[src/rtl/pixel_stride_writer_pkg.sv]
// pixel_stride_writer_pkg
// Shared definitions for the line-buffer writer and the reader-side address
// generator: block geometry, counter width, bank state encoding and the
// stride-8 transposed address swizzle.
package pixel_stride_writer_pkg;

    localparam int BLK_PIXELS  = 2048;
    localparam int STRIDE_LOG2 = 3;
    localparam int COUNT_W     = 5;
    localparam int BLK_ADDR_W  = $clog2(BLK_PIXELS);

    typedef enum logic {
        FREE = 1'b0,
        FULL = 1'b1
    } bank_state_e;

    // Raster index -> transposed address. The low index bits become the
    // high address bits, so consecutive pixels land STRIDE apart and the
    // top index bits select the column offset (0, 8, ..., 2040, 1, 9, ...).
    function automatic logic [BLK_ADDR_W-1:0] swizzle_addr(input logic [BLK_ADDR_W-1:0] idx);
        return {idx[BLK_ADDR_W-STRIDE_LOG2-1:0], idx[BLK_ADDR_W-1:BLK_ADDR_W-STRIDE_LOG2]};
    endfunction

endpackage

[src/rtl/pixel_stride_writer_if.sv]
// pixel_stride_writer_if
// Bundles the source pixel handshake, the BRAM write port and the
// bank hand-off to the reader.
//   slave  : the writer block (consumes s_*, rd_release; drives the rest)
//   master : the environment (source, BRAM and reader side)
interface pixel_stride_writer_if #(
    parameter int DATA_W = 8,
    parameter int ADDR_W = 11
);
    import pixel_stride_writer_pkg::*;

    logic                s_valid;
    logic [DATA_W-1:0]   s_data;
    logic                s_ready;
    logic                wr_en;
    logic [ADDR_W:0]     wr_addr;
    logic [DATA_W-1:0]   wr_data;
    logic                blk_done;
    logic                rd_valid;
    logic                rd_bank;
    logic                rd_release;
    logic [COUNT_W-1:0]  count;

    modport slave (
        input  s_valid, s_data, rd_release,
        output s_ready, wr_en, wr_addr, wr_data, blk_done, rd_valid, rd_bank, count
    );

    modport master (
        output s_valid, s_data, rd_release,
        input  s_ready, wr_en, wr_addr, wr_data, blk_done, rd_valid, rd_bank, count
    );

endinterface

[src/rtl/pixel_stride_writer_bank_tracker.sv]
// pixel_stride_writer_bank_tracker
// Ping-pong bank ownership between writer and reader.
//   clk, rst    : clock, asynchronous active-high reset
//   blk_last    : writer is accepting the final pixel of a block this cycle
//   blk_bank    : bank that block was written into
//   rd_release  : reader is done with rd_bank_o
//   full_o      : per-bank FULL flag (block committed, owned by reader)
//   pend_o      : per-bank "final write still in flight" flag
//   rd_bank_o   : oldest full bank, next one the reader consumes
module pixel_stride_writer_bank_tracker
    import pixel_stride_writer_pkg::*;
(
    input  logic       clk,
    input  logic       rst,
    input  logic       blk_last,
    input  logic       blk_bank,
    input  logic       rd_release,
    output logic [1:0] full_o,
    output logic [1:0] pend_o,
    output logic       rd_bank_o
);

    logic [1:0] full_w;
    logic       rd_bank_q, rd_bank_d;
    logic       release_hit;

    // Release looks at the pre-edge flag, so a release that coincides with
    // the pend->full promotion of the same bank is dropped.
    assign release_hit = rd_release && full_w[rd_bank_q];

    for (genvar gi = 0; gi < 2; gi++) begin : g_bank
        bank_state_e full_q, full_d;
        logic        pend_q, pend_d;

        always_comb begin
            // pend only lives for the cycle the final write sits on the port
            pend_d = pend_q ? 1'b0 : (blk_last && (blk_bank == 1'(gi)));
            full_d = full_q;
            if (pend_q) begin
                full_d = FULL;
            end
            if (release_hit && (rd_bank_q == 1'(gi))) begin
                full_d = FREE;
            end
        end

        always_ff @(posedge clk or posedge rst) begin
            if (rst) begin
                full_q <= FREE;
                pend_q <= 1'b0;
            end else begin
                full_q <= full_d;
                pend_q <= pend_d;
            end
        end

        assign full_w[gi] = (full_q == FULL);
        assign pend_o[gi] = pend_q;
    end

    always_comb begin
        rd_bank_d = release_hit ? ~rd_bank_q : rd_bank_q;
    end

    always_ff @(posedge clk or posedge rst) begin
        if (rst) begin
            rd_bank_q <= 1'b0;
        end else begin
            rd_bank_q <= rd_bank_d;
        end
    end

    assign full_o    = full_w;
    assign rd_bank_o = rd_bank_q;

endmodule

[src/rtl/pixel_stride_writer.sv]
// pixel_stride_writer
// Turns a raster pixel stream into registered BRAM writes in stride-8
// transposed order, ping-ponging between two 2048-entry banks and holding
// the source off while the target bank is still owned by the reader.
//   clk, rst : clock, asynchronous active-high reset
//   bus      : slave side of pixel_stride_writer_if
//              s_valid/s_data/s_ready   source handshake
//              wr_en/wr_addr/wr_data    BRAM write port, wr_addr MSB = bank
//              blk_done                 pulse with the final write of a block
//              rd_valid/rd_bank         full bank available to the reader
//              rd_release               reader frees rd_bank
//              count                    completed-block counter (wrapping)
module pixel_stride_writer #(
    parameter int DATA_W      = 8,
    parameter int ADDR_W      = 11,
    parameter int STRIDE_LOG2 = 3
) (
    input  logic                  clk,
    input  logic                  rst,
    pixel_stride_writer_if.slave  bus
);

    localparam int CW = pixel_stride_writer_pkg::COUNT_W;

    logic [ADDR_W-1:0] idx_q, idx_d;
    logic              wr_bank_q, wr_bank_d;
    logic [CW-1:0]     count_q, count_d;
    logic              wr_en_q, wr_en_d;
    logic [ADDR_W:0]   wr_addr_q, wr_addr_d;
    logic [DATA_W-1:0] wr_data_q, wr_data_d;
    logic              blk_done_q, blk_done_d;

    logic [1:0]        full_w, pend_w;
    logic              rd_bank_w;
    logic              s_ready_w, accept, idx_last, blk_last;
    logic [ADDR_W-1:0] swz;

    // Default geometry shares the swizzle with the reader side; any other
    // geometry falls back to the same bit rotation built from the parameters.
    if (ADDR_W == pixel_stride_writer_pkg::BLK_ADDR_W &&
        STRIDE_LOG2 == pixel_stride_writer_pkg::STRIDE_LOG2) begin : g_pkg_swz
        assign swz = pixel_stride_writer_pkg::swizzle_addr(idx_q);
    end else begin : g_param_swz
        assign swz = {idx_q[ADDR_W-STRIDE_LOG2-1:0], idx_q[ADDR_W-1:ADDR_W-STRIDE_LOG2]};
    end

    // Registers only: the target bank must be neither owned by the reader
    // nor still waiting for its final write to commit.
    assign s_ready_w = !rst && !full_w[wr_bank_q] && !pend_w[wr_bank_q];
    assign accept    = bus.s_valid && s_ready_w;
    assign idx_last  = (idx_q == {ADDR_W{1'b1}});
    assign blk_last  = accept && idx_last;

    always_comb begin
        idx_d      = idx_q;
        wr_bank_d  = wr_bank_q;
        count_d    = count_q;
        wr_en_d    = 1'b0;
        blk_done_d = 1'b0;
        wr_addr_d  = wr_addr_q;
        wr_data_d  = wr_data_q;
        if (accept) begin
            wr_en_d   = 1'b1;
            wr_addr_d = {wr_bank_q, swz};
            wr_data_d = bus.s_data;
            idx_d     = idx_q + 1'b1;   // wraps to 0 after the last pixel
            if (idx_last) begin
                blk_done_d = 1'b1;
                wr_bank_d  = ~wr_bank_q;
                count_d    = count_q + 1'b1;
            end
        end
    end

    always_ff @(posedge clk or posedge rst) begin
        if (rst) begin
            idx_q      <= '0;
            wr_bank_q  <= 1'b0;
            count_q    <= '0;
            wr_en_q    <= 1'b0;
            wr_addr_q  <= '0;
            wr_data_q  <= '0;
            blk_done_q <= 1'b0;
        end else begin
            idx_q      <= idx_d;
            wr_bank_q  <= wr_bank_d;
            count_q    <= count_d;
            wr_en_q    <= wr_en_d;
            wr_addr_q  <= wr_addr_d;
            wr_data_q  <= wr_data_d;
            blk_done_q <= blk_done_d;
        end
    end

    pixel_stride_writer_bank_tracker u_bank (
        .clk        (clk),
        .rst        (rst),
        .blk_last   (blk_last),
        .blk_bank   (wr_bank_q),
        .rd_release (bus.rd_release),
        .full_o     (full_w),
        .pend_o     (pend_w),
        .rd_bank_o  (rd_bank_w)
    );

    assign bus.s_ready  = s_ready_w;
    assign bus.wr_en    = wr_en_q;
    assign bus.wr_addr  = wr_addr_q;
    assign bus.wr_data  = wr_data_q;
    assign bus.blk_done = blk_done_q;
    assign bus.rd_valid = full_w[rd_bank_w];
    assign bus.rd_bank  = rd_bank_w;
    assign bus.count    = count_q;

endmodule
[src/flat_wrapper.sv]
// flat-port wrapper written by rule: the top's interface ports become plain ports
module pixel_stride_writer_flat 
#(
    parameter int DATA_W      = 8,
    parameter int ADDR_W      = 11,
    parameter int STRIDE_LOG2 = 3
)
  (clk, rst, bus_s_valid, bus_s_data, bus_rd_release, bus_s_ready, bus_wr_en, bus_wr_addr, bus_wr_data, bus_blk_done, bus_rd_valid, bus_rd_bank, bus_count);
  pixel_stride_writer_if #(.DATA_W(DATA_W), .ADDR_W(ADDR_W)) bus_i ();
  input  logic clk;
  input  logic rst;
  input wire logic [$bits(bus_i.s_valid)-1:0] bus_s_valid;
  input wire logic [$bits(bus_i.s_data)-1:0] bus_s_data;
  input wire logic [$bits(bus_i.rd_release)-1:0] bus_rd_release;
  output wire logic [$bits(bus_i.s_ready)-1:0] bus_s_ready;
  output wire logic [$bits(bus_i.wr_en)-1:0] bus_wr_en;
  output wire logic [$bits(bus_i.wr_addr)-1:0] bus_wr_addr;
  output wire logic [$bits(bus_i.wr_data)-1:0] bus_wr_data;
  output wire logic [$bits(bus_i.blk_done)-1:0] bus_blk_done;
  output wire logic [$bits(bus_i.rd_valid)-1:0] bus_rd_valid;
  output wire logic [$bits(bus_i.rd_bank)-1:0] bus_rd_bank;
  output wire logic [$bits(bus_i.count)-1:0] bus_count;
  assign bus_i.s_valid = bus_s_valid;
  assign bus_i.s_data = bus_s_data;
  assign bus_i.rd_release = bus_rd_release;
  assign bus_s_ready = bus_i.s_ready;
  assign bus_wr_en = bus_i.wr_en;
  assign bus_wr_addr = bus_i.wr_addr;
  assign bus_wr_data = bus_i.wr_data;
  assign bus_blk_done = bus_i.blk_done;
  assign bus_rd_valid = bus_i.rd_valid;
  assign bus_rd_bank = bus_i.rd_bank;
  assign bus_count = bus_i.count;
  pixel_stride_writer #(.DATA_W(DATA_W), .ADDR_W(ADDR_W), .STRIDE_LOG2(STRIDE_LOG2)) u_core (.clk(clk), .rst(rst), .bus(bus_i));
endmodule
[config.mk]
export PLATFORM = sky130hd
export DESIGN_NAME = pixel_stride_writer_flat
export DESIGN_NICKNAME = d
export VERILOG_FILES = /design/src/rtl/pixel_stride_writer_pkg.sv /design/src/rtl/pixel_stride_writer_if.sv /design/src/rtl/pixel_stride_writer_bank_tracker.sv /design/src/rtl/pixel_stride_writer.sv /design/src/flat_wrapper.sv
export SDC_FILE = /design/constraint.sdc
export NUM_CORES = 1
export LEC_CHECK = 0
export ABC_AREA = 1
export CAP_MARGIN = 20
export CORE_MARGIN = 2
export CORE_UTILIZATION = 45
export CTS_CLUSTER_SIZE = 10
export DETAILED_ROUTE_END_ITERATION = 6
export PLACE_DENSITY = 0.86
export RECOVER_POWER = 25
export SKIP_LAST_GASP = 1
export SLEW_MARGIN = 20
export SYNTH_ARGS = -nofsm -noshare
export SYNTH_HDL_FRONTEND = slang
export SYNTH_SLANG_ARGS = --single-unit
export TNS_END_PERCENT = 50
[constraint.sdc]
create_clock -name clk -period 2.2 [get_ports clk]
set_input_delay 0.44 -clock clk [delete_from_list [all_inputs] [get_ports clk]]
set_output_delay 0.44 -clock clk [all_outputs]
set_load 0.02 [all_outputs]
==> qor.yml <==
timing:
  finalHoldViolations: 0
  rsz0062_at_grt: "false"
  min_period_ns: 1.94
  worst_pin_slew_ns: 1.05
  slew_viol_final: 0
  finalSetupViolations: 0
  fin_crit_sh_pct: 88.4
  relSlewSlack_pct: 29.8
  fmax_mhz: 514
  whs_ns: 0.487
  skew_ns: 0.0116
route:
  drc: 0
  ant_nets: 0
  drtPass1Iterations: 4
  wl_per_cell_um: 11.2
  viasPerCell: 4.73
  drtIter0Drc: 80
  wl_mm: 3.70
  via_count: 1566
global_route:
  grt-ovfl-total: 0
  grt_pass1_wl_mm: 6.39
  grt_max_degree: 45
  antenna_found_initial: 0
  gr-usage-all-layers_pct: 16.5
  grt_pass1_vias: 1447
synth:
  yosysTopAreaCellShare_pct: 56.1
  synth_common_cells: "nand2_1 (99), dfrtp_1 (44), inv_1 (19), nand3_1 (16), o21ai_0 (14)"
  yosys.area.top_type: "dfrtp_1"
  yosys_warnings: 0
  synth_seq_cells: 44
  ys_top_cells_by_area: "dfrtp_1 (56%), nand2_1 (19%), nand3_1 (4.1%)"
  synthSimpleGateAreaFrac_pct: 28.7
  synthXorXnorAreaFrac_pct: 3.12
  ys_seq_area_share_pct: 56.1
  synth.distinct_cells: 22
  async_reset_ff_share_pct: 100
  syn-num-nets: 245
  synth_ff_type: "dfrtp_1"
  synth_top_family_by_area: "simple AND/OR/NAND/NOR gates"
  synth_most_common_cell: "nand2_1"
  synth_edf_count: 0
  synthCells: 231
  muxShareOfSynthArea_pct: 0
  synth-adder-area-share_pct: 1.27
  synth_area_per_cell_um2: 8.50
  synth_compound_area_share_pct: 4.84
  synthesis.area_mm2: 0.00196
die:
  num_io_pins: 42
  dieArea_mm2: 0.00491
  die-height_um: 70.1
  num_rows: 24
  core_mm2: 0.00426
  fp.dieW_um: 70.1
  initial_core_util_pct: 46.0
worst_setup_path:
  reg2reg_depth: 8
  critPathTopFamily: "buffers and inverters"
  cp.depth: 5
  critPathBufInv: 3
  crit_slowest_cell: "clkdlybuf4s50_1"
  crit_required_ns: 1.76
  arrival_ns: 1.50
  cp_max_fo: 2
  start_kind: "input port"
  path_class: "input port to output pin"
  crit_chain: "clkdlybuf4s50_1 -> clkinvlp_2 -> nand3_2 -> nor2_4 -> dlygate4sd2_1"
  slowest_delay_ns: 0.47
  cp-end-kind: "output pin"
clocking:
  cts_max_level: 2
  clock_sinks: 44
  cts_setup_buffers: 0
  insertion_delay_ns: 0.29
  path_clk_slew_ns: 0.08
  cts-root-buf: "clkbuf_8"
  cts_tree: "done"
  cts_buffers: 5
  cts_hold_buf: 0
  cts_max_path_buffers: 2
  cts_resized: 1
final_layout:
  fin_nets: 292
  n_antenna_cell: 0
  fin_area_mm2: 0.00255
  drive_gt1_share_pct: 8.24
  syn2layout_area_growth_pct: 29.7
place:
  place_congestion: 0.768
  portBuffers: 41
  dpl.hpwl_mm: 2.54
  dpl_cell_area_mm2: 0.00244
job:
  max_cap_viol_count: 0
power_and_ir_drop:
  peakVddDrop_v: 0.000399
  p_leak_nw: 1.26
  powerDensity_mw_per_mm2: 789
min_path:
  min_delay_path_depth: 2
  hp-class: "flop to flop"
run_status:
  outcome: "finished clean"
worst min-delay path: stages (launching register included):
cell	delay (ns)
dfrtp_1	0.34
o21ai_0	0.07
inv_1	0.05
cell families (layout without fill, tap and decap cells):
group,count (synthesis),count (layout)
buffers and inverters,27,75
AND/OR/NAND/NOR,132,132
flip-flops,44,44
XOR/XNOR,7,7
AO/OA/AOI/OAI,19,19
adder cells (fa/ha/maj),2,2
worst paths after layout:
kind,to,startpoint,slack [ns]
max,bus_s_ready,rst,0.26
min,u_core.u_bank.g_bank[1].full_q$_DFFE_PP0P_,u_core.u_bank.g_bank[1].pend_q$_DFF_PP0_,0.49
max reg2reg,u_core.bus.count[0]$_DFFE_PP0N_,u_core.idx_q[1]$_DFFE_PP0P_,0.39
min reg2reg,u_core.u_bank.g_bank[1].full_q$_DFFE_PP0P_,u_core.u_bank.g_bank[1].pend_q$_DFF_PP0_,0.49
max in group asynchronous,u_core.bus.wr_data[0]$_DFFE_PP0P_,rst,0.69
min in group asynchronous,u_core.idx_q[5]$_DFFE_PP0P_,rst,0.87
layer usage:
layer  wire, um  track usage [%]  part of all wire (%)  vias up
met5          0                0                     0        -
met2       1700             25.8                    46       40
met1       1700             21.1                    46      711
met3        232             4.76                   6.3        7
li1           -                -                     -      808
met4         64             7.69                   1.7        0
cell usage in the layout (no fill, tap or decap), types with 2 or more instances in the layout:
cell type,synthesis,layout
nand2_1,99,99
clkbuf_8,0,5
nand3_2,2,2
clkdlybuf4s50_1,0,39
o21ai_0,14,14
inv_1,19,18
xor2_1,4,4
nor2_1,8,8
buf_4,1,5
nor2_4,2,2
ha_1,2,2
nand3_1,16,16
nor3_2,2,2
xnor2_1,3,3
o21ai_1,4,4
dfrtp_1,44,44
state kept, by name (all words and copies together) (netlist names):
| name | flops |
|---|---|
| u_core.bus.wr_addr | 12 |
| u_core.idx_q | 11 |
| u_core.bus.wr_data | 8 |
| u_core.bus.count | 5 |
| u_core.u_bank.g_bank.full_q | 2 |
| u_core.u_bank.g_bank.pend_q | 2 |
| u_core.bus.blk_done | 1 |
| u_core.bus.wr_en | 1 |
| u_core.u_bank.rd_bank_o | 1 |
| u_core.wr_bank_q | 1 |
where the power goes:
part	internal, mW	total, mW	leakage [nW]	switching (mW)
sequential	0.910	0.991	0.585	0.0810
clock	0.337	0.593	0.0552	0.256
combinational	0.195	0.425	0.619	0.231
total	1.44	2.01	1.26	0.568
per-stage QoR:
stage	utilization (%)	power (mW)	std cells	setup slack (ns)	setup TNS (ns)
after floorplan	-	1.24	231	0.148	0
after global placement	57.3	1.42	323	-0.0306	-0.0306
after detailed placement	57.3	1.44	323	-0.0311	-0.0311
after CTS	59.8	2.04	331	0.242	0
after global routing	59.7	2.13	331	0.180	0
final	59.7	2.01	331	0.256	0
layout make-up:
type                            count  area [um^2]
Multi-Input combinational cell    160          744
Clock inverter                      2         35.0
Sequential cell                    44         1100
Timing Repair Buffer               47          452
Fill cell                         381         1720
Tap cell                           52         65.1
Inverter                           20         76.3
Clock buffer                        6         72.6
Power figures use the tool's default switching activity.
